[config.mk]
export PLATFORM = sky130hd
export DESIGN_NAME = vme_slave_responder_flat
export DESIGN_NICKNAME = d
export VERILOG_FILES = /design/src/rtl/vme_slave_if.sv /design/src/rtl/vme_slave_responder.sv /design/src/flat_wrapper.sv
export SDC_FILE = /design/constraint.sdc
export NUM_CORES = 1
export LEC_CHECK = 0
export CORE_ASPECT_RATIO = 1.5
export CORE_MARGIN = 2
export CORE_UTILIZATION = 56
export DETAILED_ROUTE_END_ITERATION = 10
export DONT_BUFFER_PORTS = 1
export PLACE_DENSITY = 0.76
export SYNTH_ARGS = -nofsm -noshare
export SYNTH_HDL_FRONTEND = slang
export SYNTH_SLANG_ARGS = --single-unit
[constraint.sdc]
create_clock -name clock -period 2 [get_ports clock]
set_input_delay 0.2 -clock clock [delete_from_list [all_inputs] [get_ports clock]]
set_output_delay 0.2 -clock clock [all_outputs]
set_load 0.01 [all_outputs]
[src/rtl/vme_slave_if.sv]
// VME slave-side bus bundle: VME cycle inputs, local 68030 arbitration, and RAM/buffer controls.
// All control signals are active low except vme_data_dir.
interface vme_slave_if;
    logic       vme_as;
    logic [1:0] vme_ds;
    logic       vme_lword;
    logic       vme_write;
    logic       vme_iack;
    logic [5:0] vme_address_mod;
    logic [3:0] vme_address_high;
    logic       vme_a1;
    logic       vme_dtack;
    logic       vme_berr;
    logic       cpu_as;
    logic       cpu_br;
    logic       cpu_bg;
    logic       cpu_bgack;
    logic [3:0] ram_ds;
    logic       ram_write;
    logic       vme_addr_in_oe;
    logic       vme_data_oe;
    logic       vme_data_dir;

    modport slave (
        input  vme_as, vme_ds, vme_lword, vme_write, vme_iack, vme_address_mod,
               vme_address_high, vme_a1, cpu_as, cpu_bg,
        output vme_dtack, vme_berr, cpu_br, cpu_bgack, ram_ds, ram_write,
               vme_addr_in_oe, vme_data_oe, vme_data_dir
    );

    modport master (
        output vme_as, vme_ds, vme_lword, vme_write, vme_iack, vme_address_mod,
               vme_address_high, vme_a1, cpu_as, cpu_bg,
        input  vme_dtack, vme_berr, cpu_br, cpu_bgack, ram_ds, ram_write,
               vme_addr_in_oe, vme_data_oe, vme_data_dir
    );
endinterface

[src/rtl/vme_slave_responder.sv]
// VME A24 slave responder: decodes cycles into this card's window, borrows the local 68030 bus,
// strobes on-board RAM and answers with DTACK or BERR.
module vme_slave_responder #(
    parameter logic [3:0]  BASE_ADDR     = 4'h2,
    parameter int unsigned WAIT_STATES   = 2,
    parameter int unsigned GRANT_TIMEOUT = 64
) (
    input logic        clock,
    input logic        reset,
    vme_slave_if.slave bus
);
    localparam int unsigned CNT_MAX = (GRANT_TIMEOUT > WAIT_STATES) ? GRANT_TIMEOUT : WAIT_STATES;
    localparam int unsigned CNT_W   = $clog2(CNT_MAX + 1);

    typedef enum logic [2:0] {
        IDLE, REQUEST, WAIT_DS, ACCESS, ACK, RELEASE, ERROR, WAIT_AS_HIGH
    } state_t;

    state_t             state, state_next;
    logic [CNT_W-1:0]   cnt, cnt_next;
    logic [3:0]         lane_q, lane_next, lane_c;
    logic               wr_q, wr_next, legal_c, sel_c, abort_c, as_fall_c;
    logic               as_meta, as_s, as_d;
    logic [1:0]         ds_meta, ds_s;

    logic       dtack_q, berr_q, br_q, bgack_q, ram_write_q, addr_oe_q, data_oe_q, data_dir_q;
    logic [3:0] ram_ds_q;
    logic       dtack_next, berr_next, br_next, bgack_next, ram_write_next;
    logic       addr_oe_next, data_oe_next, data_dir_next;
    logic [3:0] ram_ds_next;

    // Synchronizers reset to "asserted" so a strobe already low at reset release never looks like a new edge.
    always_ff @(posedge clock or negedge reset) begin
        if (!reset) begin
            as_meta <= 1'b0;
            as_s    <= 1'b0;
            as_d    <= 1'b0;
            ds_meta <= 2'b00;
            ds_s    <= 2'b00;
        end else begin
            as_meta <= bus.vme_as;
            as_s    <= as_meta;
            as_d    <= as_s;
            ds_meta <= bus.vme_ds;
            ds_s    <= ds_meta;
        end
    end

    assign as_fall_c = as_d && !as_s;
    assign abort_c   = as_s && (ds_s == 2'b11);
    assign sel_c     = (bus.vme_address_high == BASE_ADDR) && bus.vme_iack &&
                       (bus.vme_address_mod inside {6'h39, 6'h3A, 6'h3D, 6'h3E});

    // Byte-lane map and legality from the synced strobes.
    always_comb begin
        lane_c  = 4'hF;
        legal_c = 1'b1;
        if (!bus.vme_lword) begin
            lane_c  = 4'h0;
            legal_c = !bus.vme_a1 && (ds_s == 2'b00);
        end else if (!bus.vme_a1) begin
            lane_c = {ds_s, 2'b11};
        end else begin
            lane_c = {2'b11, ds_s};
        end
    end

    always_comb begin
        state_next = state;
        cnt_next   = cnt;
        lane_next  = lane_q;
        wr_next    = wr_q;
        case (state)
            IDLE: begin
                cnt_next = '0;
                if (as_fall_c) state_next = sel_c ? REQUEST : WAIT_AS_HIGH;
            end
            REQUEST: begin
                if (abort_c) begin
                    state_next = IDLE;
                end else if (!bus.cpu_bg && bus.cpu_as) begin
                    state_next = WAIT_DS;
                    cnt_next   = '0;
                end else if (cnt == CNT_W'(GRANT_TIMEOUT - 1)) begin
                    state_next = ERROR;
                end else begin
                    cnt_next = cnt + CNT_W'(1);
                end
            end
            WAIT_DS: begin
                if (abort_c) begin
                    state_next = IDLE;
                end else if (ds_s != 2'b11) begin
                    if (legal_c) begin
                        state_next = ACCESS;
                        lane_next  = lane_c;
                        wr_next    = bus.vme_write;
                        cnt_next   = '0;
                    end else begin
                        state_next = ERROR;
                    end
                end
            end
            ACCESS: begin
                if (abort_c) begin
                    state_next = IDLE;
                end else if (cnt == CNT_W'(WAIT_STATES - 1)) begin
                    // Master already dropped DS: finish the access but never acknowledge it.
                    state_next = (ds_s == 2'b11) ? RELEASE : ACK;
                end else begin
                    cnt_next = cnt + CNT_W'(1);
                end
            end
            ACK: begin
                if (abort_c)              state_next = IDLE;
                else if (ds_s == 2'b11)   state_next = RELEASE;
            end
            RELEASE:      state_next = WAIT_AS_HIGH;
            ERROR:        if (ds_s == 2'b11) state_next = WAIT_AS_HIGH;
            WAIT_AS_HIGH: if (as_s) state_next = IDLE;
            default:      state_next = IDLE;
        endcase

        // Outputs are a registered function of the state being entered.
        dtack_next     = 1'b1;
        berr_next      = 1'b1;
        br_next        = 1'b1;
        bgack_next     = 1'b1;
        ram_ds_next    = 4'hF;
        ram_write_next = 1'b1;
        addr_oe_next   = 1'b1;
        data_oe_next   = 1'b1;
        data_dir_next  = 1'b1;
        case (state_next)
            REQUEST: br_next = 1'b0;
            WAIT_DS: begin
                bgack_next   = 1'b0;
                addr_oe_next = 1'b0;
            end
            ACCESS, ACK: begin
                bgack_next     = 1'b0;
                addr_oe_next   = 1'b0;
                data_oe_next   = 1'b0;
                data_dir_next  = !wr_next;
                ram_ds_next    = lane_next;
                ram_write_next = wr_next;
                dtack_next     = (state_next != ACK);
            end
            ERROR:   berr_next = 1'b0;
            default: ;
        endcase
    end

    always_ff @(posedge clock or negedge reset) begin
        if (!reset) begin
            state       <= IDLE;
            cnt         <= '0;
            lane_q      <= 4'hF;
            wr_q        <= 1'b1;
            dtack_q     <= 1'b1;
            berr_q      <= 1'b1;
            br_q        <= 1'b1;
            bgack_q     <= 1'b1;
            ram_ds_q    <= 4'hF;
            ram_write_q <= 1'b1;
            addr_oe_q   <= 1'b1;
            data_oe_q   <= 1'b1;
            data_dir_q  <= 1'b1;
        end else begin
            state       <= state_next;
            cnt         <= cnt_next;
            lane_q      <= lane_next;
            wr_q        <= wr_next;
            dtack_q     <= dtack_next;
            berr_q      <= berr_next;
            br_q        <= br_next;
            bgack_q     <= bgack_next;
            ram_ds_q    <= ram_ds_next;
            ram_write_q <= ram_write_next;
            addr_oe_q   <= addr_oe_next;
            data_oe_q   <= data_oe_next;
            data_dir_q  <= data_dir_next;
        end
    end

    assign bus.vme_dtack      = dtack_q;
    assign bus.vme_berr       = berr_q;
    assign bus.cpu_br         = br_q;
    assign bus.cpu_bgack      = bgack_q;
    assign bus.ram_ds         = ram_ds_q;
    assign bus.ram_write      = ram_write_q;
    assign bus.vme_addr_in_oe = addr_oe_q;
    assign bus.vme_data_oe    = data_oe_q;
    assign bus.vme_data_dir   = data_dir_q;
endmodule

[src/flat_wrapper.sv]
// flat-port wrapper written by rule: the top's interface ports become plain ports
module vme_slave_responder_flat 
#(
    parameter logic [3:0]  BASE_ADDR     = 4'h2,
    parameter int unsigned WAIT_STATES   = 2,
    parameter int unsigned GRANT_TIMEOUT = 64
)
  (clock, reset, bus_vme_as, bus_vme_ds, bus_vme_lword, bus_vme_write, bus_vme_iack, bus_vme_address_mod, bus_vme_address_high, bus_vme_a1, bus_cpu_as, bus_cpu_bg, bus_vme_dtack, bus_vme_berr, bus_cpu_br, bus_cpu_bgack, bus_ram_ds, bus_ram_write, bus_vme_addr_in_oe, bus_vme_data_oe, bus_vme_data_dir);
  vme_slave_if bus_i ();
  input logic clock;
  input logic reset;
  input wire logic [$bits(bus_i.vme_as)-1:0] bus_vme_as;
  input wire logic [$bits(bus_i.vme_ds)-1:0] bus_vme_ds;
  input wire logic [$bits(bus_i.vme_lword)-1:0] bus_vme_lword;
  input wire logic [$bits(bus_i.vme_write)-1:0] bus_vme_write;
  input wire logic [$bits(bus_i.vme_iack)-1:0] bus_vme_iack;
  input wire logic [$bits(bus_i.vme_address_mod)-1:0] bus_vme_address_mod;
  input wire logic [$bits(bus_i.vme_address_high)-1:0] bus_vme_address_high;
  input wire logic [$bits(bus_i.vme_a1)-1:0] bus_vme_a1;
  input wire logic [$bits(bus_i.cpu_as)-1:0] bus_cpu_as;
  input wire logic [$bits(bus_i.cpu_bg)-1:0] bus_cpu_bg;
  output wire logic [$bits(bus_i.vme_dtack)-1:0] bus_vme_dtack;
  output wire logic [$bits(bus_i.vme_berr)-1:0] bus_vme_berr;
  output wire logic [$bits(bus_i.cpu_br)-1:0] bus_cpu_br;
  output wire logic [$bits(bus_i.cpu_bgack)-1:0] bus_cpu_bgack;
  output wire logic [$bits(bus_i.ram_ds)-1:0] bus_ram_ds;
  output wire logic [$bits(bus_i.ram_write)-1:0] bus_ram_write;
  output wire logic [$bits(bus_i.vme_addr_in_oe)-1:0] bus_vme_addr_in_oe;
  output wire logic [$bits(bus_i.vme_data_oe)-1:0] bus_vme_data_oe;
  output wire logic [$bits(bus_i.vme_data_dir)-1:0] bus_vme_data_dir;
  assign bus_i.vme_as = bus_vme_as;
  assign bus_i.vme_ds = bus_vme_ds;
  assign bus_i.vme_lword = bus_vme_lword;
  assign bus_i.vme_write = bus_vme_write;
  assign bus_i.vme_iack = bus_vme_iack;
  assign bus_i.vme_address_mod = bus_vme_address_mod;
  assign bus_i.vme_address_high = bus_vme_address_high;
  assign bus_i.vme_a1 = bus_vme_a1;
  assign bus_i.cpu_as = bus_cpu_as;
  assign bus_i.cpu_bg = bus_cpu_bg;
  assign bus_vme_dtack = bus_i.vme_dtack;
  assign bus_vme_berr = bus_i.vme_berr;
  assign bus_cpu_br = bus_i.cpu_br;
  assign bus_cpu_bgack = bus_i.cpu_bgack;
  assign bus_ram_ds = bus_i.ram_ds;
  assign bus_ram_write = bus_i.ram_write;
  assign bus_vme_addr_in_oe = bus_i.vme_addr_in_oe;
  assign bus_vme_data_oe = bus_i.vme_data_oe;
  assign bus_vme_data_dir = bus_i.vme_data_dir;
  vme_slave_responder #(.BASE_ADDR(BASE_ADDR), .WAIT_STATES(WAIT_STATES), .GRANT_TIMEOUT(GRANT_TIMEOUT)) u_core (.clock(clock), .reset(reset), .bus(bus_i));
endmodule
; Word-level counts from Yosys, hierarchy flattened
; Index checks and enable logic that the tools add are counted.
[op_classes]
reduce_logical = 17
eq_ne = 29
muxes = 44
add_sub_neg = 1
[ops]
columns = cell, count
row1 = $mux W7, 8
row2 = $mux W3, 14
row3 = $mux W4, 7
row4 = $pmux W7 S4, 1
row5 = $eq A6 B6 Y1 const B, 4
row6 = $pmux W3 S8, 1
row7 = $eq A3 B3 Y1 const B, 6
row8 = $mux W1, 13
row9 = $eq A3 B2 Y1 const B, 4
row10 = $ne A2 B2 Y1 const B, 5
row11 = $reduce_and A8 Y1, 1
row12 = $reduce_bool A4 Y1, 2
row13 = $add A7 B1 Y7 const B, 1
row14 = $eq A7 B1 Y1 const B, 1
row15 = $eq A7 B6 Y1 const B, 1
row16 = $eq A3 B1 Y1 const B, 2
row17 = $logic_and A1 B1 Y1, 6
row18 = $eq A4 B2 Y1 const B, 1
row19 = $logic_not A1 Y1, 4
row20 = $ne A2 B1 Y1 const B, 2
row21 = $logic_not A3 Y1, 1
row22 = $ne A3 B2 Y1 const B, 1
row23 = $ne A3 B3 Y1 const B, 1
row24 = $reduce_or A3 Y1, 1
row25 = 3 further kinds, 3
[word_totals]
out_inout_bits = 12
regBits = 33
word_cells = 108
inputBits = 21

; Logic depth before layout (Yosys ltp)
; Gate-level depths: netlist (run 1).
[logic_depth]
word_depth = 10
mapped_depth = 8
mapped_depth_nobuf = 8

; Least setup slack after synthesis (run 1)
; No wires, ideal clock.
[synth_path]
kind = register -> register
start = reg u_core.cnt[0]
end = reg u_core.cnt[5]
path_stages_with_launch = 7
t_required_ns = 1.896
path_slack_ns = 0.043
t_arrival_ns = 1.853
setup_ns = 0.104
n_path_buf = 1
path_cell_list = dfrtp_1 -> ha_1 -> nor4b_1 -> and3_2 -> or4_1 -> clkbuf_1 -> o41ai_2
[synth_via]
elab_chain_cells = 5
elab_cells_between_ends = 12
cone_classes = add/sub: 1 / eq/ne: 4 / mux: 6 / reduce/logical: 1
[synth_lines]
columns = element, line_no
row1 = "start, declared", vme_slave_responder.sv:20  ; logic [CNT_W-1:0] cnt, cnt_next;
row2 = "start signal, assigned", vme_slave_responder.sv:171  ; cnt <= cnt_next;
row3 = $add A7 B1 Y7, "vme_slave_responder.sv:87, vme_slave_responder.sv:111"
row4 = $mux W7, vme_slave_responder.sv:84  ; end else if (cnt == CNT_W'(GRANT_TIMEOUT - 1)) begin
row5 = $mux W7, vme_slave_responder.sv:81  ; end else if (!bus.cpu_bg && bus.cpu_as) begin
row6 = $mux W7, vme_slave_responder.sv:79  ; if (abort_c) begin
row7 = $pmux W7 S4, vme_slave_responder.sv:73  ; case (state)
; Parallel ways exist; a longest one is shown, timed or not. The select of a mux whose other input is x is not followed.
; A chain may end at the register's enable or synchronous reset.

; Worst setup path after layout (run 1)
; Ends and elaborated chain as after synthesis.

==> results_dict.tcl, run 1 <==
set metrics [dict create \
    layout.nets 210 \
    avgViaCountPerCell 6.04 \
    swShare 0.355 \
    drt_wl_total_um 3560 \
    grt_use_total 0.209 \
    drv_cap 0 \
    die_y_um 71.4 \
    firstDrtPassIters 5 \
    synth_ff_type "dfrtp_1" \
    grt_pass1_vias 1310 \
    synth_area_sq_um 1700 \
    final_max_slew_viol_count 0 \
    coreArea_sq_um 2910 \
    hold_viol 0 \
    worstSetupPathType "flop to flop" \
    worstMarginPinSlew_ns 0.534 \
    wire_per_inst_um 15.7 \
    initial_utilization 0.582 \
    ys_seq_elements 33 \
    startpoint "u_core.cnt[0]" \
    cts_root_buf "clkbuf_8" \
    cp-start-kind "flop" \
    required_ns 2.17 \
    drtAntennaViolNets 0 \
    synth-edff-count 0 \
    highest_layer "met4" \
    dieArea_sq_um 3500 \
    internal_power_mw 1.91 \
    row_count 24 \
    antenna_found_initial 0 \
    p_leak_nw 0.841 \
    rsz0062_at_grt "yes" \
    grt_max_degree 34 \
    yosys.area.top_type_share 0.251 \
    drt_iter0_drc 39 \
    finish.instance_area_sq_um 2080 \
    regToRegStartpoint "u_core.cnt[0]" \
    max_stage_delay_ns 0.41 \
    arrival_ns 2.26 \
    htreeDepth 2 \
    crit_family "compound AO/OA/AOI/OAI gates" \
    drive_gt1_frac 0.388 \
    pwr-share-comb 0.416 \
    insertion_delay_ns 0.29 \
    cp-end-kind "flop" \
    critPathBufInv 0 \
    cts.sinks 33 \
    drc 0 \
    syn_inst 161 \
    yosysWarnings 0 \
    violations "negative setup slack" \
    avgSynthCellArea_sq_um 10.5 \
    period_minus_slack_ns 2.10 \
    diodes 0 \
    hold_class "input pin to flop" \
    placed_area_sq_um 1790 \
    power_density_nw_per_um2 1430 \
    cp_max_fo 7 \
    gp_congestion 0.869 \
    grt_pass1_wl_um 5640 \
    cp_slowest_cell "dfrtp_1" \
    nFillCells 213 \
    finClkSkew_ns 0.00757 \
    ioPinCount 33 \
    grt-ovfl-total 0 \
    ir_worst_vdd_mv 0.731 \
    synth_top_cell_by_area "dfrtp_1" \
    route.vias.total 1370 \
    slew_headroom 0.639 \
    dr_wl_met2_um 1950 \
    cts.path.max_buffers 2 \
    seq_area_frac_synth 0.499 \
    path_clk_slew_ns 0.07 \
    tritoncts "yes" \
    final.period_utilization 1.05 \
    synth_nets 184 \
    crit_chain "ha_2 > and4b_1 > nor4b_4 > o31ai_1 > nand2_1 > o21ai_0 > o41ai_2" \
    die-width_um 48.9 \
    fin_ws_ns -0.0951 \
    synth_cell_types 50 \
    pre_cts_ws_ns -0.0565 \
    setup_viol 11 \
    met3_length_um 138 \
    p_clk_frac 0.212 \
    area_delta_synth_final_pct 22.5 \
    portBuffers 0 \
    seqPwrFrac 0.373 \
    yosys-top-cells-area "dfrtp_1, dfstp_2, nor2_1" \
    switchingPower_mw 1.05 \
    wl_met1_um 1360 \
    worstHoldStart "bus_vme_a1" \
    synthArstFlopShare 1.00 \
    clock.fmax_ghz 0.477 \
    status "finished, violations left" \
    dp_hpwl_um 2350 \
    cts_inserted_buffers 5 \
]
## cells in the mapped netlist (2+ instances only)
| cell type | instances |
|---|---|
| o32a_2 | 2 |
| o31ai_1 | 6 |
| nor2_1 | 15 |
| o21bai_1 | 2 |
| o21ai_0 | 9 |
| nand3_1 | 6 |
| or2_2 | 3 |
| dfrtp_1 | 17 |
| ha_1 | 2 |
| dfstp_2 | 16 |
| nor2b_1 | 5 |
| nor3_1 | 5 |
| nor4b_1 | 3 |
| inv_1 | 5 |
| and3_2 | 2 |
| a41oi_1 | 2 |
| nand2b_1 | 7 |
| clkbuf_8 | 3 |
| o211ai_1 | 2 |
| a21oi_1 | 7 |
| nand2_1 | 13 |
## area by class of cell
cell class / instances / area [sq um] / share of cell area
clock buffer: 5 / 68.8 / 0.0331
tap: 39 / 48.8 / 0.0235
clock inverter: 3 / 46.3 / 0.0223
timing repair buffer: 25 / 210 / 0.101
multi-input combinational: 117 / 838 / 0.403
inverter: 5 / 18.8 / 0.00903
sequential: 33 / 847 / 0.408
## power groups by stage
stage	sequential, mW	combinational [mW]	clock, mW
after floorplan	1.04	0.866	0
final	1.10	1.23	0.627
after global routing	1.13	1.35	0.670
after global placement	1.09	1.01	0
after detailed placement	1.10	1.04	0
after CTS	1.10	1.13	0.639
## metrics by stage
stage | util | setup TNS [ns] | total power, mW | hold WS (ns) | std cells
5_1_grt | 0.713 | -1.45 | 3.15 | 0.0922 | 227
4_1_cts | 0.691 | -0.300 | 2.86 | 0.0897 | 224
6_report | 0.713 | -0.442 | 2.96 | 0.0963 | 227
3_3_place_gp | 0.616 | -0.239 | 2.10 | -0.0948 | 209
3_5_place_dp | 0.616 | -0.327 | 2.14 | -0.0947 | 209
2_1_floorplan | - | 0 | 1.90 | -0.0956 | 161
## logic make-up (layout without fill, tap and decap cells)
family,count (synthesis),after routing,synth area share
and+or+nand+nor,71,71,0.233
muxes,2,2,0.0199
buffers and inverters,11,38,0.0487
DFF,33,33,0.499
adders and majority gates,2,2,0.0147
AOI/OAI and AO/OA,41,41,0.180
xor gates and xnor gates,1,1,0.00516
## tightest hold or removal path: cells and delay by family
kind / cells / cell delay [ns]
AOI/OAI and AO/OA: 2 / 0.14
and+or+nand+nor: 1 / 0.03
## state kept, by name, summed over array words and instances (netlist names), 2 cells and up
signal	count
u_core.state	3
u_core.lane_q	4
u_core.bus.ram_ds	4
u_core.cnt	7
u_core.ds_s	2
u_core.ds_meta	2
## per-layer routing
layer	vias to the layer above	track usage
li1	634	-
met5	-	0
met2	44	0.388
met4	0	0.0984
met3	15	0.0479
met1	677	0.220
## final timing paths
| path | end | slack [ns] | cells after the start |
|---|---|---|---|
| worst max-delay path | u_core.cnt[5] | -0.1 | 7 |
| worst min-delay path | u_core.lane_q[1] | 0.1 | 3 |
| worst max register to register | u_core.cnt[5] | -0.1 | 7 |
| worst min register to register | u_core.ds_s[1] | 0.36 | 0 |
| max in group asynchronous | u_core.bus.ram_ds[0] | 1.40 | 2 |
| min in group asynchronous | u_core.cnt[3] | 0.35 | 2 |
## what timing repair did
action                     CTS  global route
setup endpoints to repair   11            18
gates cloned                 0             0
setup buffers                3             3
hold endpoints to repair    36             0
pin swaps                    6             6
gates resized for setup      6            11
hold buffers                 5             0
## placed cells by master (no fill, tap or decap), types with 2 or more instances in the layout
| cell type | instances |
|---|---|
| a21oi_1 | 7 |
| a41oi_1 | 2 |
| buf_4 | 20 |
| clkbuf_8 | 5 |
| dfrtp_1 | 16 |
| dfstp_2 | 16 |
| dlygate4sd3_1 | 4 |
| ha_2 | 2 |
| inv_1 | 5 |
| nand2_1 | 13 |
| nand2b_1 | 7 |
| nand3_1 | 5 |
| nor2_1 | 14 |
| nor2b_1 | 5 |
| nor3_1 | 5 |
| nor4b_4 | 2 |
| o211ai_1 | 2 |
| o21ai_0 | 7 |
| o21ai_1 | 2 |
| o21bai_1 | 2 |
| o31ai_1 | 6 |
| o32a_2 | 2 |
| or2_2 | 3 |
(Power assumes the default switching activity.)
==> inputs of run 2 (changes only) <==
--- a/config.mk
+++ b/config.mk
@@ -5,12 +5,15 @@
 export SDC_FILE = /design/constraint.sdc
 export NUM_CORES = 1
 export LEC_CHECK = 0
+export CELL_PAD_IN_SITES_DETAIL_PLACEMENT = 1
+export CELL_PAD_IN_SITES_GLOBAL_PLACEMENT = 2
 export CORE_ASPECT_RATIO = 1.5
 export CORE_MARGIN = 2
-export CORE_UTILIZATION = 56
+export CORE_UTILIZATION = 35
 export DETAILED_ROUTE_END_ITERATION = 10
 export DONT_BUFFER_PORTS = 1
-export PLACE_DENSITY = 0.76
+export PLACE_DENSITY = 0.75
+export RECOVER_POWER = 25
 export SYNTH_ARGS = -nofsm -noshare
 export SYNTH_HDL_FRONTEND = slang
 export SYNTH_SLANG_ARGS = --single-unit
==> results_dict.tcl, run 2 (same netlist as run 1, synthesis figures left out) <==
set metrics [dict create \
    grt-ovfl-total 0 \
    grt_max_degree 34 \
    cp-start-kind "flop" \
    worstSetupPathType "flop to flop" \
    die-width_um 60.8 \
    grt_util_met2 0.326 \
    status "finished, violations left" \
    fin_cells 268 \
    regMostFlops "u_core.cnt" \
    hold_viol 0 \
    multi_input_area_sq_um 851 \
    arrival_ns 2.27 \
    worstHoldStart "bus_vme_write" \
    wire_per_inst_um 15.3 \
    reg2reg_depth 7 \
    row_count 31 \
    cts.path.max_buffers 2 \
    cts_inserted_buffers 5 \
    tns_ns -0.409 \
    rsz0062_at_grt "yes" \
    period_minus_slack_ns 2.06 \
    grt_pass1_wl_um 6570 \
    hold_class "input pin to flop" \
    grt-busiest-layer "met2" \
    p_clk_frac 0.200 \
    die_y_um 89.3 \
    reg2reg_slack_ns -0.06 \
    seqPwrFrac 0.337 \
    avgViaCountPerCell 5.12 \
    ioPinCount 33 \
    slew_headroom 0.0632 \
    initial_utilization 0.359 \
    use_met1 0.163 \
    placed_area_sq_um 1900 \
    grt_use_total 0.166 \
    finish.instance_area_sq_um 2220 \
    htreeDepth 2 \
    coreArea_sq_um 4730 \
    worstMarginPinSlew_ns 1.40 \
    path_clk_slew_ns 0.06 \
    cts_root_buf "clkbuf_8" \
    drive_gt1_frac 0.441 \
    drv_cap 0 \
    gp_congestion 0.789 \
    final_common_cell "buf_4" \
    register_area_sq_um 848 \
    insertion_delay_ns 0.28 \
    final_max_slew_viol_count 0 \
    nFillCells 549 \
    area_delta_synth_final_pct 31.1 \
    cp-end-kind "flop" \
    drtAntennaViolNets 0 \
    internal_power_mw 2.07 \
    violations "negative setup slack" \
    fin_ws_ns -0.0641 \
    clock.fmax_ghz 0.484 \
    fin_util 0.470 \
    setup_viol 8 \
    cp_max_fo 6 \
    diodes 0 \
    reg2reg_to "u_core.bus.ram_write" \
    final.period_utilization 1.03 \
    grt_pass1_vias 1453 \
    grtUsageMet3 0.0260 \
    p_leak_nw 0.914 \
    drt_iter0_drc 41 \
    drt_wl_total_um 4110 \
    final_cell_mix "buf_4, dfstp_2, dfrtp_1, nor2_1, nand2_1" \
    cts.sinks 33 \
    required_ns 2.20 \
    tritoncts "yes" \
    switchingPower_mw 1.10 \
    portBuffers 0 \
    finClkSkew_ns 0.00229 \
    swShare 0.347 \
    dp_cells 246 \
    antenna_found_initial 0 \
    regToRegStartpoint "u_core.cnt[0]" \
    firstDrtPassIters 4 \
    dieArea_sq_um 5430 \
    layout.nets 224 \
    startpoint "u_core.cnt[0]" \
    drc 0 \
    ir_worst_vdd_mv 0.483 \
    largest_register_ffs 7 \
    dp_hpwl_um 2980 \
    route.vias.total 1373 \
    pwr-share-comb 0.463 \
    power_density_nw_per_um2 1430 \
    crit_end "u_core.bus.ram_write" \
]
run 2: metrics by stage:
step	hold slack (ns)	power (mW)	setup slack (ns)
finish	0.0958	3.18	-0.0641
global route	0.0948	3.42	-0.168
CTS	0.0859	3.01	-0.0686
detailed placement	-0.0946	2.28	-0.104
global placement	-0.0945	2.23	-0.0830
floorplan	-0.0956	1.90	0.0431
run 2: cell type report:
class | instances | area share
clock inverters | 1 | 0.0135
repair buffers | 39 | 0.138
clock buffers | 7 | 0.0388
multi-input cells | 117 | 0.382
inverters | 5 | 0.00844
well taps | 66 | 0.0371
flip-flops and latches | 33 | 0.381
run 2: critical path, stage by stage, from the launching register on:
cell and delay, ns:
dfrtp_1 0.40, ha_2 0.20, and4b_2 0.24, nor4b_4 0.15, o21ba_2 0.26, or3_4 0.38
mux2i_4 0.26, nand2b_1 0.10
run 2: what timing repair did:
item | in CTS | in global routing
setup buffers | 2 | 8
pin swaps | 5 | 13
endpoints found under the setup margin | 18 | 19
resized for setup | 6 | 15
endpoints found under the hold margin | 36 | 0
hold buffers | 5 | 0
run 2: power by group through the flow:
stage | registers [mW] | clock network (mW) | logic, mW
floorplan | 1.04 | 0 | 0.866
global placement | 1.10 | 0 | 1.13
global route | 1.10 | 0.691 | 1.63
finish | 1.07 | 0.634 | 1.47
CTS | 1.10 | 0.659 | 1.25
detailed placement | 1.11 | 0 | 1.18
run 2: per-layer routing:
metal	up-vias	wire (um)
met2	19	2430
met1	696	1540
met4	0	48
met5	-	0
met3	4	85
li1	654	-
run 2: worst min-delay path by stage:
stage	end	slack (ns)	cells past startpoint
2_1_floorplan	u_core.as_d	-0.1	0
3_3_place_gp	u_core.as_d	-0.09	0
3_5_place_dp	u_core.state[0]	-0.09	0
4_1_cts	u_core.wr_q	0.09	1
5_1_grt	u_core.wr_q	0.09	1
6_report	u_core.wr_q	0.1	1
==> inputs of run 3 (changes only) <==
--- a/config.mk
+++ b/config.mk
@@ -12,6 +12,7 @@
 export CORE_UTILIZATION = 35
 export DETAILED_ROUTE_END_ITERATION = 10
 export DONT_BUFFER_PORTS = 1
+export HOLD_SLACK_MARGIN = 0.12
 export PLACE_DENSITY = 0.75
 export RECOVER_POWER = 25
 export SYNTH_ARGS = -nofsm -noshare
==> results_dict.tcl, run 3 (same netlist as run 1, synthesis figures left out) <==
set metrics [dict create \
    layout.nets 225 \
    portBuffers 0 \
    p_leak_nw 0.918 \
    cts_root_buf "clkbuf_8" \
    max_stage_delay_ns 0.40 \
    antenna_found_initial 0 \
    diodes 0 \
    final_common_cell "buf_4" \
    fin_cells 269 \
    worstMarginPinSlew_ns 1.40 \
    htreeDepth 2 \
    grt_pass1_wl_um 6580 \
    cts.sinks 33 \
    status "finished, violations left" \
    rsz0062_at_grt "yes" \
    hold_class "input pin to flop" \
    drive_gt1_frac 0.438 \
    worstSetupPathType "flop to flop" \
    cp-start-kind "flop" \
    ioPinCount 33 \
    wire_per_inst_um 15.3 \
    area_delta_synth_final_pct 31.7 \
    dieArea_sq_um 5430 \
    route.vias.total 1381 \
    power_density_nw_per_um2 1420 \
    cp_slowest_cell "dfrtp_1" \
    drt_wl_total_um 4110 \
    cp-end-kind "flop" \
    clock.fmax_ghz 0.484 \
    register_area_sq_um 848 \
    pre_cts_ws_ns -0.104 \
    setup_viol 8 \
    multi_input_area_sq_um 851 \
    crit_family "simple AND/OR/NAND/NOR gates" \
    dp_hpwl_um 2980 \
    gp_congestion 0.789 \
    final_max_slew_viol_count 0 \
    avgViaCountPerCell 5.13 \
    period_minus_slack_ns 2.07 \
    power_mw 3.18 \
    drt_iter0_drc 39 \
    cts.path.max_buffers 2 \
    slew_headroom 0.0623 \
    insertion_delay_ns 0.28 \
    tritoncts "yes" \
    largest_register_ffs 7 \
    critPathBufInv 0 \
    grt-ovfl-total 0 \
    required_ns 2.20 \
    die-width_um 60.8 \
    nFillCells 549 \
    hold_ws_ns 0.133 \
    initial_utilization 0.359 \
    crit_chain "ha_2 > and4b_2 > nor4b_4 > o21ba_2 > or3_4 > mux2i_4 > nand2b_1" \
    die_y_um 89.3 \
    dp_cells 246 \
    cp_max_fo 6 \
    finClkSkew_ns 0.00237 \
    cts_inserted_buffers 5 \
    final.period_utilization 1.03 \
    drv_cap 0 \
    grt_pass1_vias 1456 \
    path_clk_slew_ns 0.06 \
    fin_ws_ns -0.0658 \
    row_count 31 \
    tns_ns -0.419 \
    grt_use_total 0.166 \
    hold_viol 0 \
    drtAntennaViolNets 0 \
    reg2reg_slack_ns -0.07 \
    ir_worst_vdd_mv 0.483 \
    drc 0 \
    violations "negative setup slack" \
    firstDrtPassIters 4 \
    final_cell_mix "buf_4, dfstp_2, dfrtp_1, nor2_1, nand2_1" \
    grt_max_degree 34 \
    arrival_ns 2.27 \
    coreArea_sq_um 4730 \
    regMostFlops "u_core.cnt" \
]
## run 3: changes by cell type in the layout (fill, tap and decap cells not counted), sizes merged
cell,previous run,this run
dlygate4sd3,4,5
## run 3: worst reg2reg max path, cell delays in order (launching register included)
cell,delay [ns]
dfrtp_1,0.40
ha_2,0.20
and4b_2,0.24
nor4b_4,0.15
o21ba_2,0.26
or3_4,0.39
mux2i_4,0.26
nand2b_1,0.10
## run 3: worst paths after layout
path                                             end               from  cells past startpoint
worst max-delay path            u_core.bus.ram_write      u_core.cnt[0]                      7
worst min-delay path                u_core.lane_q[1]         bus_vme_a1                      3
min in group asynchronous            u_core.state[2]              reset                      2
worst max register to register  u_core.bus.ram_write      u_core.cnt[0]                      7
worst min register to register        u_core.ds_s[1]  u_core.ds_meta[1]                      0
max in group asynchronous            u_core.state[0]              reset                      2
## run 3: layout make-up
| class | count | share of cell area |
|---|---|---|
| Timing Repair Buffer | 40 | 0.142 |
| Clock inverter | 1 | 0.0134 |
| Clock buffer | 7 | 0.0386 |
| Inverter | 5 | 0.00840 |
| Multi-Input combinational cell | 117 | 0.381 |
| Sequential cell | 33 | 0.380 |
| Tap cell | 66 | 0.0370 |
## run 3: stage by stage
step                       util  instance area (sq um)
after global routing      0.472                   2230
after floorplan               -                   1700
after CTS                 0.448                   2120
final                     0.472                   2230
after global placement    0.402                   1900
after detailed placement  0.402                   1900
## run 3: repair_timing
action                                  CTS  global route
endpoints found under the setup margin   18            19
pin swaps                                 5            13
hold endpoints to repair                 38             0
setup buffers                             2             8
resized for setup                         6            15
hold buffers                              6             0
## run 3: report_power, final
group          switching [mW]  internal (mW)
Combinational           0.737          0.738
Sequential              0.138          0.932
Clock                   0.229          0.406
## run 3: routing by layer
metal | part of all wire | GRT usage | wire length, um
met1 | 0.38 | 0.164 | 1540
met2 | 0.59 | 0.326 | 2430
met3 | 0.021 | 0.0260 | 85
met4 | 0.012 | 0.0711 | 48
met5 | 0 | 0 | 0
